[src/rtl/core_run_ctrl_pkg.sv]
// Shared encodings for the run-control sequencer: FSM states, exec/idle
// qualifier levels and the HALT opcode seen in the writeback stage.
package core_run_ctrl_pkg;

   localparam int DATA_W = 16;
   localparam int OP_W   = 5;

   // Pipeline qualifier levels driven on `state`
   localparam logic ST_EXEC = 1'b1;
   localparam logic ST_IDLE = 1'b0;

   // Opcode [15:11] of the HALT instruction
   localparam logic [OP_W-1:0] OP_HALT = 5'h1F;

   typedef enum logic [2:0] {
      CTRL_IDLE  = 3'd0,
      CTRL_CLEAR = 3'd1,
      CTRL_RUN   = 3'd2,
      CTRL_PAUSE = 3'd3,
      CTRL_STEP  = 3'd4,
      CTRL_HALT  = 3'd5
   } ctrl_state_e;

   // The host may only write instruction memory while the core is stopped
   function automatic logic load_allowed(input ctrl_state_e s);
      return (s == CTRL_IDLE) || (s == CTRL_PAUSE) || (s == CTRL_HALT);
   endfunction

   // Pipeline stages only advance in these states
   function automatic logic is_exec(input ctrl_state_e s);
      return (s == CTRL_RUN) || (s == CTRL_STEP);
   endfunction

endpackage

[src/rtl/core_run_ctrl_loader.sv]
// Instruction-memory write port: captures one accepted host load per cycle
// and presents it as a single-cycle write on the following cycle.
import core_run_ctrl_pkg::*;

module imem_loader #(
   parameter int ADDR_W = 8
) (
   input  logic              clock,
   input  logic              reset,
   input  logic              load_ok,
   input  logic              ld_valid,
   input  logic [ADDR_W-1:0] ld_addr,
   input  logic [DATA_W-1:0] ld_data,
   output logic              ld_ready,
   output logic              i_we,
   output logic [ADDR_W-1:0] i_waddr,
   output logic [DATA_W-1:0] i_wdata
);

   logic i_we_q;
   logic [ADDR_W-1:0] i_waddr_q;
   logic [DATA_W-1:0] i_wdata_q;

   // Ready depends only on the FSM state, never on ld_valid
   assign ld_ready = load_ok;

   // Register the accepted load; address/data hold when nothing is accepted
   always_ff @(posedge clock) begin
      if (reset) begin
         i_we_q    <= 1'b0;
         i_waddr_q <= '0;
         i_wdata_q <= '0;
      end else begin
         i_we_q <= ld_valid && load_ok;
         if (ld_valid && load_ok) begin
            i_waddr_q <= ld_addr;
            i_wdata_q <= ld_data;
         end
      end
   end

   assign i_we    = i_we_q;
   assign i_waddr = i_waddr_q;
   assign i_wdata = i_wdata_q;

endmodule

[src/rtl/core_run_ctrl.sv]
// Run-control sequencer: drives the exec/idle qualifier and the active-low
// core reset, counts exec cycles, detects HALT / watchdog expiry and gates
// host loads into instruction memory.
import core_run_ctrl_pkg::*;

module core_run_ctrl #(
   parameter logic [15:0] TIMEOUT = 16'd0,
   parameter int          ADDR_W  = 8
) (
   input  logic              clock,
   input  logic              reset,
   input  logic              start,
   input  logic              stop,
   input  logic              resume,
   input  logic              step,
   input  logic [OP_W-1:0]   wb_op,
   input  logic              ld_valid,
   input  logic [ADDR_W-1:0] ld_addr,
   input  logic [DATA_W-1:0] ld_data,
   output logic              ld_ready,
   output logic              state,
   output logic              core_reset,
   output logic              i_we,
   output logic [ADDR_W-1:0] i_waddr,
   output logic [DATA_W-1:0] i_wdata,
   output logic [15:0]       cycle_cnt,
   output logic              halted,
   output logic              timeout
);

   ctrl_state_e fsm_q, fsm_d;
   logic        state_q, core_reset_q, halted_q, timeout_q;
   logic [15:0] cnt_q;
   logic        halt_hit, wd_hit;

   // cnt_q counts completed exec cycles, so it equals TIMEOUT-1 during the last allowed one
   assign halt_hit = (wb_op == OP_HALT);
   assign wd_hit   = (TIMEOUT != 16'd0) && (cnt_q == TIMEOUT - 16'd1);

   // Next-state selection with the per-state pulse priorities
   always_comb begin
      fsm_d = fsm_q;
      unique case (fsm_q)
         CTRL_IDLE:  if (start) fsm_d = CTRL_CLEAR;
         CTRL_CLEAR: fsm_d = CTRL_RUN;
         CTRL_RUN: begin
            if (halt_hit || wd_hit) fsm_d = CTRL_HALT;
            else if (start)         fsm_d = CTRL_CLEAR;
            else if (stop)          fsm_d = CTRL_PAUSE;
         end
         CTRL_PAUSE: begin
            if (start)       fsm_d = CTRL_CLEAR;
            else if (resume) fsm_d = CTRL_RUN;
            else if (step)   fsm_d = CTRL_STEP;
         end
         CTRL_STEP:  fsm_d = (halt_hit || wd_hit) ? CTRL_HALT : CTRL_PAUSE;
         CTRL_HALT:  if (start) fsm_d = CTRL_CLEAR;
         default:    fsm_d = CTRL_IDLE;
      endcase
   end

   // State register; outputs are computed from the next state so they line up with it
   always_ff @(posedge clock) begin
      if (reset) begin
         fsm_q        <= CTRL_IDLE;
         state_q      <= ST_IDLE;
         core_reset_q <= 1'b0;
         cnt_q        <= 16'd0;
         halted_q     <= 1'b0;
         timeout_q    <= 1'b0;
      end else begin
         fsm_q        <= fsm_d;
         state_q      <= is_exec(fsm_d) ? ST_EXEC : ST_IDLE;
         core_reset_q <= !((fsm_d == CTRL_IDLE) || (fsm_d == CTRL_CLEAR));
         if (fsm_d == CTRL_CLEAR) begin
            cnt_q     <= 16'd0;
            halted_q  <= 1'b0;
            timeout_q <= 1'b0;
         end else begin
            if (is_exec(fsm_q) && (cnt_q != 16'hFFFF))
               cnt_q <= cnt_q + 16'd1;
            // HALT opcode outranks the watchdog when both fire together
            if ((fsm_d == CTRL_HALT) && (fsm_q != CTRL_HALT)) begin
               halted_q  <= 1'b1;
               timeout_q <= wd_hit && !halt_hit;
            end
         end
      end
   end

   imem_loader #(.ADDR_W(ADDR_W)) u_loader (
      .clock    (clock),
      .reset    (reset),
      .load_ok  (load_allowed(fsm_q)),
      .ld_valid (ld_valid),
      .ld_addr  (ld_addr),
      .ld_data  (ld_data),
      .ld_ready (ld_ready),
      .i_we     (i_we),
      .i_waddr  (i_waddr),
      .i_wdata  (i_wdata)
   );

   assign state      = state_q;
   assign core_reset = core_reset_q;
   assign cycle_cnt  = cnt_q;
   assign halted     = halted_q;
   assign timeout    = timeout_q;

endmodule

[config.mk]
export PLATFORM = sky130hd
export DESIGN_NAME = core_run_ctrl
export DESIGN_NICKNAME = d
export VERILOG_FILES = /design/src/rtl/core_run_ctrl_pkg.sv /design/src/rtl/core_run_ctrl_loader.sv /design/src/rtl/core_run_ctrl.sv
export SDC_FILE = /design/constraint.sdc
export NUM_CORES = 1
export LEC_CHECK = 0
export CORE_MARGIN = 10
export CORE_UTILIZATION = 60
export DETAILED_ROUTE_END_ITERATION = 10
export DONT_BUFFER_PORTS = 1
export GPL_ROUTABILITY_DRIVEN = 0
export GPL_TIMING_DRIVEN = 0
export HOLD_SLACK_MARGIN = 0.08
export PLACE_DENSITY_LB_ADDON = 0.2
export SYNTH_ARGS = -nofsm -noshare
export SYNTH_HDL_FRONTEND = slang
export SYNTH_HIERARCHICAL = 1
export SYNTH_SLANG_ARGS = --single-unit
[constraint.sdc]
create_clock -name clock -period 2.6 [get_ports clock]
set_input_delay 0.13 -clock clock [delete_from_list [all_inputs] [get_ports clock]]
set_output_delay 0.13 -clock clock [all_outputs]
set_load 0.02 [all_outputs]
Word-level counts from Yosys, hierarchy flattened
Cells that the tools add are included.
- memories: 0
- RAM bits: 0
- bits of input ports: 36
- flip-flop bits (word level): 47
- logic and storage cells: 44
- bits in read-only memories: 0
- bits in latches: 0
- order comparisons: 0
- equal/unequal tests: 12
- $add $sub $neg: 1
- reduce and logical (&&, ||, !) cells: 13
- divide/modulo/power cells: 0
- muxes and demuxes: 10
- multiply operators: 0
- bitwise operators: 0
- shift operators: 0
- operator list (cell ; number):
    3-bit 2-to-1 mux ; 8
    16-bit by 1-bit adder with 16-bit output, second input constant ; 1
    16-bit inequality test, second input constant ; 1
    3-bit one-hot mux with 5 select lines ; 1
    3-bit == test, second input constant ; 4
    3-bit by 2-bit == test with 1-bit output, second input constant ; 3
    3-bit by 1-bit == test with 1-bit output, second input constant ; 2
    3-bit zero test ; 2
    5-bit == test, second input constant ; 1
    1-bit logical OR ; 5
    2-bit OR reduction ; 2
    1-bit logical AND ; 3
    3-bit inequality test, second input constant ; 1
    1-bit zero test ; 1
    1-bit 2-to-1 mux ; 1

Longest topological paths before layout
- word-level depth: 7
- gate-level depth with buffers: 8
- depth with buffers taken out: 6

Modules after synthesis
Netlist, hierarchy kept.
- modules (own cells, without submodules) (module ; cells each ; area each (um^2) ; sequential area each (um^2) ; times used):
    core_run_ctrl ; 141 ; 1224.9 ; 440.4 ; 1
    imem_loader ; 113 ; 1156.1 ; 500.5 ; 1

Worst setup path after synthesis
Ideal clock, no wire load.
- path kind: register -> register
- start point: register cnt_q[0] (netlist: cycle_cnt[0])
- end point: register cnt_q[1] (netlist: cycle_cnt[1])
- path slack: 879 ps
- data required time: 2485 ps
- stages on the path, launching flop included: 8
- arrival: 1606 ps
- buffers on the path: 1
- path through: dfxtp_1 ha_1 nand3_1 nor3_1 buf_2 a21oi_1 mux2i_1 nor2_2
- longest elaborated chain between the ends: 2
- RTL lines (element ; RTL line ; RTL):
    start, declared ; core_run_ctrl.sv:33 ; logic [15:0] cnt_q;
    start signal, assigned ; core_run_ctrl.sv:81 ; cnt_q <= cnt_q + 16'd1;
    branches (longest 2 deep; another with 16-bit by 1-bit adder with 16-bit output) ; - ;
Several ways; the timed one is not identified.
A chain may end at the register's enable or synchronous reset.

Final worst setup path
Same ends and word-level chain as after synthesis.

==> impl_results.md <==
- Global-route wire length before repair: 9980 µm
- Grt total ovfl: 0
- Full die area: 6890 µm²
- Clock Pin Slew Worst Setup and Hold Paths: 90 ps
- Root Driver: clkbuf_8
- Pre-CTS setup slack: 662 ps
- Post-synth ARST share: 0%
- Maxcap violations: 0
- Mapped Avg Cell Area: 9.37 µm²
- P_leak: 1.05 nW
- Synthesized net count: 291
- Reg2Reg Setup Slack: 620 ps
- Top cell family by delay on the critical path: flip-flops
- DRC: 0
- Detailed Place HPWL: 4350 µm
- Worst r2r dst: cycle_cnt[1]$_SDFFE_PP0P_
- Synth Area in Simple Gates: 21.6%
- Top_reg_cell synth: dfxtp_1
- Post-synthesis compound-gate area fraction: 24.5%
- Initial antenna violation count: 0
- Tcrit/Tclk final: 76.2%
- Worst skew pair latency: 290 ps
- Synthesized instance count: 254
- Core area: 3740 µm²
- GRT Resource Usage Total: 16.9%
- Setup Buffers After CTS: 0
- FF+latch count, synth: 47
- CP Capture Type: flop
- Synth unique cells: 46
- Vias in the first global route: 1933
- Main combinational cell family by area after synthesis: compound AO/OA/AOI/OAI gates
- Final slew viol count: 0
- Adder-Cell Fraction of Synth Area: 0.525%
- Hold path start: reset
- Antenna Nets Post-Route: 0
- Crit Path Category: flop to flop
- PwrDens: 635 nW/µm²
- R2R depth: 7
- CTS tree: done
- Final Setup Violations: 0
- Routed vias: 2020
- Startpoint types: flop
- Final hold vios: 0
- Fill count: 286
- # nets final: 324
- CP max stage delay: 520 ps
- EDFF count, synth: 0
- Worst VDD drop: 341 µV
- Mux contribution to synthesized area: 0.841%
- Via/cell ratio: 6.01
- Die width: 83.0 µm
- TritonCTS buffer count: 5
- Synth Area in XOR/XNOR: 5.57%
- Mapped Area: 2380 µm²
- N_diodes: 0
- Critical-path cell list: ha_1 -> nand3_1 -> nor3_1 -> buf_2 -> a21oi_1 -> mux2i_1 -> nor2_2
- Worst Hold Class: input port to flop
- Fin Setup TNS: 0 ps
- Die Height: 83.0 µm
- Max FO, Critical Path: 10
- Area Overhead vs Synth: 19.0%
- Max-slew headroom: 61.3%
- Hold worst-path end: cycle_cnt[14]$_SDFFE_PP0P_
- Sequential fraction of the synthesis area: 39.5%
- Drt wl/cell: 18.8 µm
- Multi-input logic area: 1270 µm²
- 1st-pass router iterations: 4
- Final Skew: 7.94 ps
- Sequential Area: 941 µm²
- Hold slack: 152 ps
- Cts repair resizes: 0
- Clock tree sinks: 47
- Fmax: 0.505 GHz
- Hold_buf cts: 26
- CP max-delay cell: dfxtp_1
- YS warnings: 6
- Fraction of layout cells with a size suffix above 1: 19.1%
- Run status: finished, final reports clean
- CP Data Arrival Time: 2170 ps
- FF-to-FF Start: cycle_cnt[0]$_SDFFE_PP0P_
- Initial core utilization: 63.6%
- Final WL: 6320 µm
- I/O Buffers: 0
- CTS max path bufs: 2
- Crit path time final: 1980 ps
- Hold Path Stages: 3
- Final worst slack: 619 ps
- Worst slew pin tran: 575 ps
- Critical path buffers and inverters: 1
- Crit path required time: 2790 ps
- Maximum number of pins on one net before global-route repair: 15
- DRT iter0 DRCs: 100
- RSZ-0062 raised after global routing: no
- H-tree levels: 2
- Row count: 22
- I/O pins: 82
per-layer routing:
layer	track usage, %	part of all wire [%]	vias up
met5	0	0	-
met4	5.38	1.2	0
met3	6.45	10	9
met2	28.8	50	85
met1	18.9	39	955
li1	-	-	971
cell families after synthesis:
family | after synthesis
buffers and inverters | 25
XOR/XNOR | 13
AO/OA/AOI/OAI | 76
other | 1
AND/OR/NAND/NOR | 89
flip-flops | 47
multiplexers | 2
adder cells (fa/ha/maj) | 1
tightest hold or removal path: stages:
cell and delay (ps):
a31o_1 90, buf_6 140, a211oi_1 50
flip-flops by register name (all words and copies together), names as in the netlist:
| name | flops |
|---|---|
| core_reset | 1 |
| state | 1 |
| u_loader/i_wdata | 16 |
| u_loader/i_we | 1 |
| u_loader/i_waddr | 8 |
| cycle_cnt | 16 |
| fsm_q | 3 |
| halted | 1 |
power breakdown:
part           switching (mW)  internal (mW)
clock network           0.233          0.384
logic                   0.189          0.152
registers              0.0786          0.763
total                   0.501           1.30
synthesized netlist by cell type (2+ instances only):
library cell | number | area (µm²)
a211oi_1 | 6 | 45.0
a21bo_1 | 20 | 200
a21bo_2 | 4 | 40.0
a21oi_1 | 23 | 115
a21oi_2 | 9 | 78.8
a31oi_1 | 3 | 18.8
and3_1 | 2 | 12.5
and4_1 | 2 | 17.5
and4b_1 | 2 | 20.0
buf_2 | 9 | 45.0
buf_4 | 4 | 30.0
buf_6 | 7 | 78.8
clkbuf_1 | 2 | 7.51
dfxtp_1 | 47 | 941
inv_1 | 3 | 11.3
mux2i_1 | 2 | 20.0
nand2_1 | 8 | 30.0
nand3_1 | 24 | 120
nand3_2 | 9 | 90.1
nand4_1 | 2 | 12.5
nor2_1 | 20 | 75.1
nor2_2 | 2 | 12.5
nor2b_1 | 3 | 18.8
nor3_1 | 4 | 20.0
o211ai_1 | 3 | 22.5
o21ai_0 | 3 | 15.0
or3_1 | 2 | 12.5
xnor2_1 | 7 | 61.3
xor2_1 | 5 | 43.8
metrics by stage:
step	cells	cell area (µm²)	total power, mW	utilization, %
after floorplan	254	2380	1.10	-
after global placement	302	2440	1.15	65.2
after detailed placement	302	2440	1.16	65.2
after CTS	336	2830	1.81	75.7
after global routing	336	2830	1.87	75.7
final	336	2830	1.80	75.7
worst max-delay path by stage:
stage | cells after the start | slack [ps] | to | startpoint
after floorplan | 7 | 880 | cycle_cnt[1]$_SDFFE_PP0P_ | cycle_cnt[0]$_SDFFE_PP0P_
after global placement | 7 | 680 | cycle_cnt[1]$_SDFFE_PP0P_ | cycle_cnt[0]$_SDFFE_PP0P_
after detailed placement | 7 | 660 | cycle_cnt[1]$_SDFFE_PP0P_ | cycle_cnt[0]$_SDFFE_PP0P_
after CTS | 7 | 640 | cycle_cnt[1]$_SDFFE_PP0P_ | cycle_cnt[0]$_SDFFE_PP0P_
after global routing | 7 | 470 | cycle_cnt[1]$_SDFFE_PP0P_ | cycle_cnt[0]$_SDFFE_PP0P_
final | 7 | 620 | cycle_cnt[1]$_SDFFE_PP0P_ | cycle_cnt[0]$_SDFFE_PP0P_
cells in the final DEF, fill, tap and decap left out, types with 3 or more instances in the layout:
cell type      count
xnor2_1            7
nand3_2            9
nand2_1            8
nor2_1            20
o211ai_1           3
a21oi_1           23
clkbuf_8           5
nor2b_1            3
clkbuf_1           3
nor3_1             4
inv_1              3
a21oi_2            9
buf_4              4
buf_2              9
xor2_1             5
a31oi_1            3
a21bo_1           20
a21bo_2            4
nand3_1           24
dlygate4sd3_1     26
o21ai_0            3
dfxtp_1           47
buf_6              7
a211oi_1           6
cell type report:
cell class | count | share of cell area (%)
multi-input combinational | 182 | 44.7
clock inverter | 2 | 2.12
sequential | 47 | 33.2
tap | 48 | 2.12
timing repair buffer | 26 | 9.18
clock buffer | 6 | 2.56
buffer | 22 | 5.70
inverter | 3 | 0.397
(Power assumes the default switching activity.)
